`src/rtl/reg_piso_ctrl.sv`:
```
// reg_piso_ctrl: parameterised parallel-in/serial-out shift register with
// a valid/ready load handshake, a bit counter and an end-of-frame pulse.
// Back-to-back words are accepted on the last bit of a frame, so consecutive
// frames run with no idle gap.
module reg_piso_ctrl #(
   parameter int WIDTH      = 8,
   parameter bit LSB_FIRST  = 1'b1,
   parameter bit IDLE_LEVEL = 1'b0,
   localparam int CNT_W     = $clog2(WIDTH + 1)
) (
   input  logic             clk,
   input  logic             reset,
   input  logic             enable,
   input  logic [WIDTH-1:0] entrada,
   input  logic             carga_valid,
   output logic             carga_ready,
   input  logic             serie_in,
   output logic             salida,
   output logic             ocupado,
   output logic [CNT_W-1:0] pendientes,
   output logic             fin,
   output logic [WIDTH-1:0] paralelo
);

   localparam logic [0:0] ST_IDLE  = 1'b0;
   localparam logic [0:0] ST_SHIFT = 1'b1;

   logic [0:0]       state;
   logic [WIDTH-1:0] q;
   logic [CNT_W-1:0] cnt;
   logic [WIDTH-1:0] shifted;
   logic             cnt_last;
   logic             accept;

   // Handshake and last-bit decode, all from registered state.
   always_comb begin
      cnt_last    = (cnt == CNT_W'(1));
      carga_ready = (state == ST_IDLE) || ((state == ST_SHIFT) && cnt_last);
      accept      = enable && carga_valid && carga_ready;
   end

   // Next shift-register value: fill bit enters at the end opposite the output.
   always_comb begin
      shifted = '0;
      if (LSB_FIRST) begin
         shifted = {serie_in, q[WIDTH-1:1]};
      end else begin
         shifted = {q[WIDTH-2:0], serie_in};
      end
   end

   // Frame FSM, shift register and bit counter.
   always_ff @(posedge clk or negedge reset) begin
      if (!reset) begin
         state <= ST_IDLE;
         q     <= '0;
         cnt   <= '0;
      end else if (enable) begin
         case (state)
            ST_IDLE: begin
               if (accept) begin
                  q     <= entrada;
                  cnt   <= CNT_W'(WIDTH);
                  state <= ST_SHIFT;
               end
            end
            ST_SHIFT: begin
               // Reloading on the last bit keeps the FSM in SHIFT for a gapless frame.
               if (cnt_last && accept) begin
                  q   <= entrada;
                  cnt <= CNT_W'(WIDTH);
               end else begin
                  q   <= shifted;
                  cnt <= cnt - CNT_W'(1);
                  if (cnt_last) begin
                     state <= ST_IDLE;
                  end
               end
            end
            default: state <= ST_IDLE;
         endcase
      end
   end

   // End-of-frame pulse: one clk after the edge that consumes the last bit.
   always_ff @(posedge clk or negedge reset) begin
      if (!reset) begin
         fin <= 1'b0;
      end else begin
         fin <= enable && (state == ST_SHIFT) && cnt_last;
      end
   end

   // Serial output and status views of the internal state.
   always_comb begin
      if (state == ST_SHIFT) begin
         salida = LSB_FIRST ? q[0] : q[WIDTH-1];
      end else begin
         salida = IDLE_LEVEL;
      end
      ocupado    = (state == ST_SHIFT);
      pendientes = cnt;
      paralelo   = q;
   end

endmodule

```
`config.mk`:
```
export PLATFORM = sky130hd
export DESIGN_NAME = reg_piso_ctrl
export DESIGN_NICKNAME = d
export VERILOG_FILES = /design/src/rtl/reg_piso_ctrl.sv
export SDC_FILE = /design/constraint.sdc
export NUM_CORES = 1
export LEC_CHECK = 0
export ABC_AREA = 0
export CAP_MARGIN = 20
export CORE_UTILIZATION = 30
export CTS_CLUSTER_DIAMETER = 100
export DETAILED_ROUTE_END_ITERATION = 8
export PLACE_DENSITY = 0.58
export SETUP_SLACK_MARGIN = 0.05
export SKIP_CTS_REPAIR_TIMING = 1
export SYNTH_ARGS = -nofsm -noshare
export SYNTH_HDL_FRONTEND = slang
export SYNTH_SLANG_ARGS = --single-unit
```
`constraint.sdc`:
```
create_clock -name clk -period 1.6 [get_ports clk]
set_input_delay 0.24 -clock clk [delete_from_list [all_inputs] [get_ports clk]]
set_output_delay 0.24 -clock clk [all_outputs]
set_load 0.01 [all_outputs]
```
==> impl_metrics.toml, run 1 <==
[clock_tree]
htree_levels = 1
clk_path_buf_depth = 2
clkLatencyLatePin_ns = 0.28
cts_root_buf = "clkbuf_4"
cts_tree = "yes"
numCtsBuffers = 3
cts_sinks = 14
clkTransAtPathRegs_ns = 0.10

[floorplan]
floorplan.rows = 18
die_y_um = 54.3
core_region_area_mm2 = 0.00252
dieArea_mm2 = 0.00294
die_w_um = 54.3
start_util_pct = 32.5
num_io_pins = 29

[yosys]
synthTopCellsByArea = "dfrtp_1 (43%), a41oi_1 (8.5%), o211ai_1 (8.2%), a31oi_1 (6.1%), nor2b_1 (6.1%)"
yosysWarnings = 0
async_reset_ff_share_pct = 100
synth_nets = 102
synth_cell_types = 25
synth_seq_cells = 14
yosys.area.top_type = "dfrtp_1"
synthCells = 87
synthFlopType = "dfrtp_1"
synth_area_um2 = 820
synth.top_cells.by_count = "dfrtp_1 (14), nor2_1 (10), o211ai_1 (9)"
yosysSeqAreaShare_pct = 42.7
synth_edf_count = 0
synth_top_area_share_pct = 42.7
synth_area_per_cell_um2 = 9.42
yosysMostFrequentCell = "dfrtp_1"

[finish]
multi_input_area_um2 = 434
final_util_pct = 51.1
drive_gt1_share_pct = 22.8
synthToLayoutAreaGrowth_pct = 57.4
layout.nets = 143
design_area_mm2 = 0.00129
num-fill-cells = 245
regArea_um2 = 352
n_antenna_cell = 0

[job]
maxCapViolations = 0

[placed_design]
placed_cell_area_mm2 = 0.00121
portBuffers = 28
dp_slack_ns = -0.193
place.gp.congestion = 0.738
hpwl_um = 1630

[timing]
clock.fmax_ghz = 0.605
maxSlewHeadroom_pct = 57.9
fin_skew_ns = 0.00526
hold_slack_ns = 0.252
setup_viol = 2
maxSlewViolCount = 0
period_share_pct = 103
hold_viol_final = 0
fin_crit_ns = 1.65
rsz0062_at_grt = "true"
layout_setup_ws_ns = -0.0535
worstMarginPinSlew_ns = 0.629

[global_routing]
grt_usage_pct = 17.9
antenna_found_initial = 0
grt_pass1_wl_um = 3710
grt.overflow.total = 0
first_global_vias = 807
grt_max_degree = 17

[power_and_ir_drop]
power_leakage_nw = 0.540
power_density_mw_per_mm2 = 1640
vdd_drop_max_uv = 1170

[drt]
dr_total_vias = 804
wl_per_cell_um = 14.6
drc = 0
routed_via_density = 5.12
dr.pass1.iters = 4
routed_wirelength_um = 2290
detail-route-antenna-nets = 0
drt_iter0_markers = 12

[critical_path]
path_max_fanout = 2
path_class = "reg2out"
worstSetupEndpointType = "output pin"
crit_start = "pendientes[1]"
crit_arrival_ns = 1.41
startpoint_type = "flip-flop"
r2r-start = "pendientes[1]"
worst_ep_required_time_ns = 1.36

[run_status]
violations = "negative setup slack"
status = "finished with violations"

[hold_path]
min_path_type = "in2async"
per-layer routing:
| metal | track usage [%] | vias up | share of wire (%) |
|---|---|---|---|
| met2 | 27.0 | 15 | 46 |
| met5 | 0 | - | 0 |
| met1 | 25.1 | 383 | 51 |
| li1 | - | 404 | - |
| met3 | 2.78 | 2 | 2.8 |
| met4 | 7.69 | 0 | 0.61 |
sequential cells by signal (all words and copies together) (netlist names):
signal / flops
paralelo: 8
pendientes: 4
fin: 1
ocupado: 1
report_power, final:
group	switching (W)	internal, W
Clock	0.000127	0.000138
Sequential	0.000122	0.000508
Combinational	0.000541	0.000686
critical path, stage by stage (launching register included):
cell and delay (ns):
dfrtp_1 0.40, inv_2 0.08, ha_4 0.12, or3b_4 0.37, nand2_2 0.07, buf_6 0.09
per-stage QoR:
step / TNS (ns) / total power, W / cells
after floorplan: 0 / 0.00119 / 87
after global placement: -0.178 / 0.00180 / 151
after detailed placement: -0.193 / 0.00182 / 151
after CTS: -0.583 / 0.00209 / 155
after global routing: -0.650 / 0.00230 / 157
final: -0.0542 / 0.00212 / 157
cell usage in the layout, fill, tap and decap left out, types with 2 or more instances in the layout:
cell type        instances
nand2_2                  2
a21oi_1                  3
buf_4                   14
clkdlybuf4s50_1         22
nor2_1                  10
nor2b_1                  8
a31oi_1                  8
inv_1                    2
nand2_1                  2
o211ai_1                 9
a41oi_1                  8
dlymetal6s2s_1           5
dfrtp_1                 13
clkbuf_4                 3
cell type report:
class | instances | area share, %
multi-input cells | 63 | 33.7
repair buffers | 43 | 32.5
flip-flops and latches | 14 | 27.3
well taps | 30 | 2.91
clock buffers | 4 | 2.81
inverters | 3 | 0.873
path summary, 6_finish.rpt:
kind / end / slack [ns] / cells after the start
min in group clk: paralelo[7] / 0.57 / 3
max in group asynchronous: ocupado / 1.16 / 2
min: paralelo[5] / 0.25 / 2
min reg2reg: paralelo[1] / 0.58 / 2
max reg2reg: paralelo[0] / 0 / 5
max: carga_ready / -0.05 / 5
kinds of logic after synthesis:
logic type | Yosys count | synth area share (%)
AOI/OAI and AO/OA | 33 | 29.0
xor gates and xnor gates | 1 | 1.07
adders and majority gates | 2 | 3.05
buffers and inverters | 10 | 6.11
DFF | 14 | 42.7
and+or+nand+nor | 27 | 18.0
(Power assumes the default switching activity.)
==> inputs of run 2 (changes only) <==
PLACE_DENSITY = 0.56   (was 0.58)
clock period = 1.9 ns   (was 1.6 ns; I/O delays follow)
==> run 2 against run 1 <==
The run now ends clean. Via count grew 1.7%. Routed wire length shrank 7.5%. Largest power group unchanged. Clock power shrank 35%. Critical path depth is the same. Largest cell class unchanged. Die area is the same. Sequential power shrank 17%. Setup slack gained 0.20 ns. First-iteration DRC count shrank 58%. Total power shrank 22%.
==> impl_metrics.toml, run 2 (synthesis gave the netlist of run 1 again) <==
[critical_path]
path_max_fanout = 2
r2r_slack_ns = 0.31
crit_chain = "inv_1, ha_1, or3b_4, nand2_1, clkbuf_2"
worst_ep_required_time_ns = 1.62
crit_arrival_ns = 1.47
worstSetupEndpointType = "output pin"
cpPeakStageDelay_ns = 0.38
startpoint_type = "flip-flop"
path_class = "reg2out"
crit_path_top_delay_cell = "dfrtp_1"

[drt]
drc = 0
routed_via_density = 5.31
drt_iter0_markers = 5
dr_total_vias = 818
routed_wirelength_um = 2120
wl_per_cell_um = 13.8
detail-route-antenna-nets = 0
dr.pass1.iters = 4

[clock_tree]
numCtsBuffers = 3
clkLatencyLatePin_ns = 0.28
clkTransAtPathRegs_ns = 0.08
clk_path_buf_depth = 2
cts_root_buf = "clkbuf_4"
htree_levels = 1
cts_sinks = 14
cts_tree = "yes"

[timing]
period_share_pct = 92.4
hold_viol_final = 0
clock.fmax_ghz = 0.570
hold_slack_ns = 0.307
rsz0062_at_grt = "false"
fin_crit_ns = 1.76
maxSlewViolCount = 0
fin_skew_ns = 0.00154
worstMarginPinSlew_ns = 0.297
fin_setup_tns_ns = 0
maxSlewHeadroom_pct = 80.2
setup_viol = 0

[global_routing]
grt_pass1_wl_um = 3710
antenna_found_initial = 0
grt_max_degree = 15
first_global_vias = 825
grt.overflow.total = 0
grt_usage_pct = 17.8

[finish]
drive_gt1_share_pct = 17.7
num-fill-cells = 258
final_util_pct = 48.1
layout_commonest_cell = "clkdlybuf4s50_1"
n_antenna_cell = 0
largest_reg_flops = 8
synthToLayoutAreaGrowth_pct = 48.1
design_area_mm2 = 0.00121
layout.nets = 141
most-common-layout-cells = "clkdlybuf4s50_1 (27), dfrtp_1 (14), buf_4 (13)"

[placed_design]
hpwl_um = 1560
portBuffers = 28
placed_cell_area_mm2 = 0.00120
place.gp.congestion = 0.769

[floorplan]
floorplan.rows = 18
num_io_pins = 29
die_w_um = 54.3
start_util_pct = 32.5
die_y_um = 54.3
core_region_area_mm2 = 0.00252
dieArea_mm2 = 0.00294

[hold_path]
min_path_type = "in2async"

[power_and_ir_drop]
power_leakage_nw = 0.476
power_density_mw_per_mm2 = 1370
vdd_drop_max_uv = 695

[run_status]
status = "finished clean"

[job]
maxCapViolations = 0
## run 2: final cells by class
| class | count | area, µm² | share of cell area (%) |
|---|---|---|---|
| tap | 30 | 37.5 | 3.09 |
| timing repair buffer | 41 | 373 | 30.7 |
| inverter | 3 | 11.3 | 0.928 |
| sequential | 14 | 350 | 28.9 |
| multi-input combinational | 63 | 419 | 34.5 |
| clock buffer | 3 | 22.5 | 1.86 |
## run 2: path summary, 6_finish.rpt
kind	to	start	depth (start not counted)
hold reg to reg	paralelo[0]	paralelo[0]	2
max in group asynchronous	paralelo[7]	reset	2
min in group clk	paralelo[0]	paralelo[0]	2
setup reg to reg	paralelo[4]	pendientes[1]	6
hold / removal	paralelo[0]	reset	2
setup / recovery	carga_ready	pendientes[1]	5
## run 2: where the power goes
group / internal, W / total, W / switching (W)
sequential: 0.000427 / 0.000526 / 0.0000997
combinational: 0.000541 / 0.000961 / 0.000420
clock: 0.0000735 / 0.000171 / 0.0000972
total: 0.00104 / 0.00166 / 0.000616
## run 2: critical path: cells and delay by family (launching register included)
kind / cells / cell delay (ns)
buffers and inverters: 2 / 0.20
DFF: 1 / 0.38
and+or+nand+nor: 2 / 0.46
adders and majority gates: 1 / 0.16
## run 2: layer usage
metal	wire [µm]	GRT usage, %	vias to the layer above
met3	106	6.11	0
met1	1020	24.1	389
met2	995	28.0	25
li1	-	-	404
met5	0	0	-
met4	0	2.14	0
## run 2: stage by stage
step	worst slack [ns]	std cells	power, W
floorplan	0.349	87	0.000998
global placement	0.0589	151	0.00150
detailed placement	0.0490	151	0.00151
CTS	-0.274	154	0.00168
global route	0.0647	154	0.00180
finish	0.145	154	0.00166
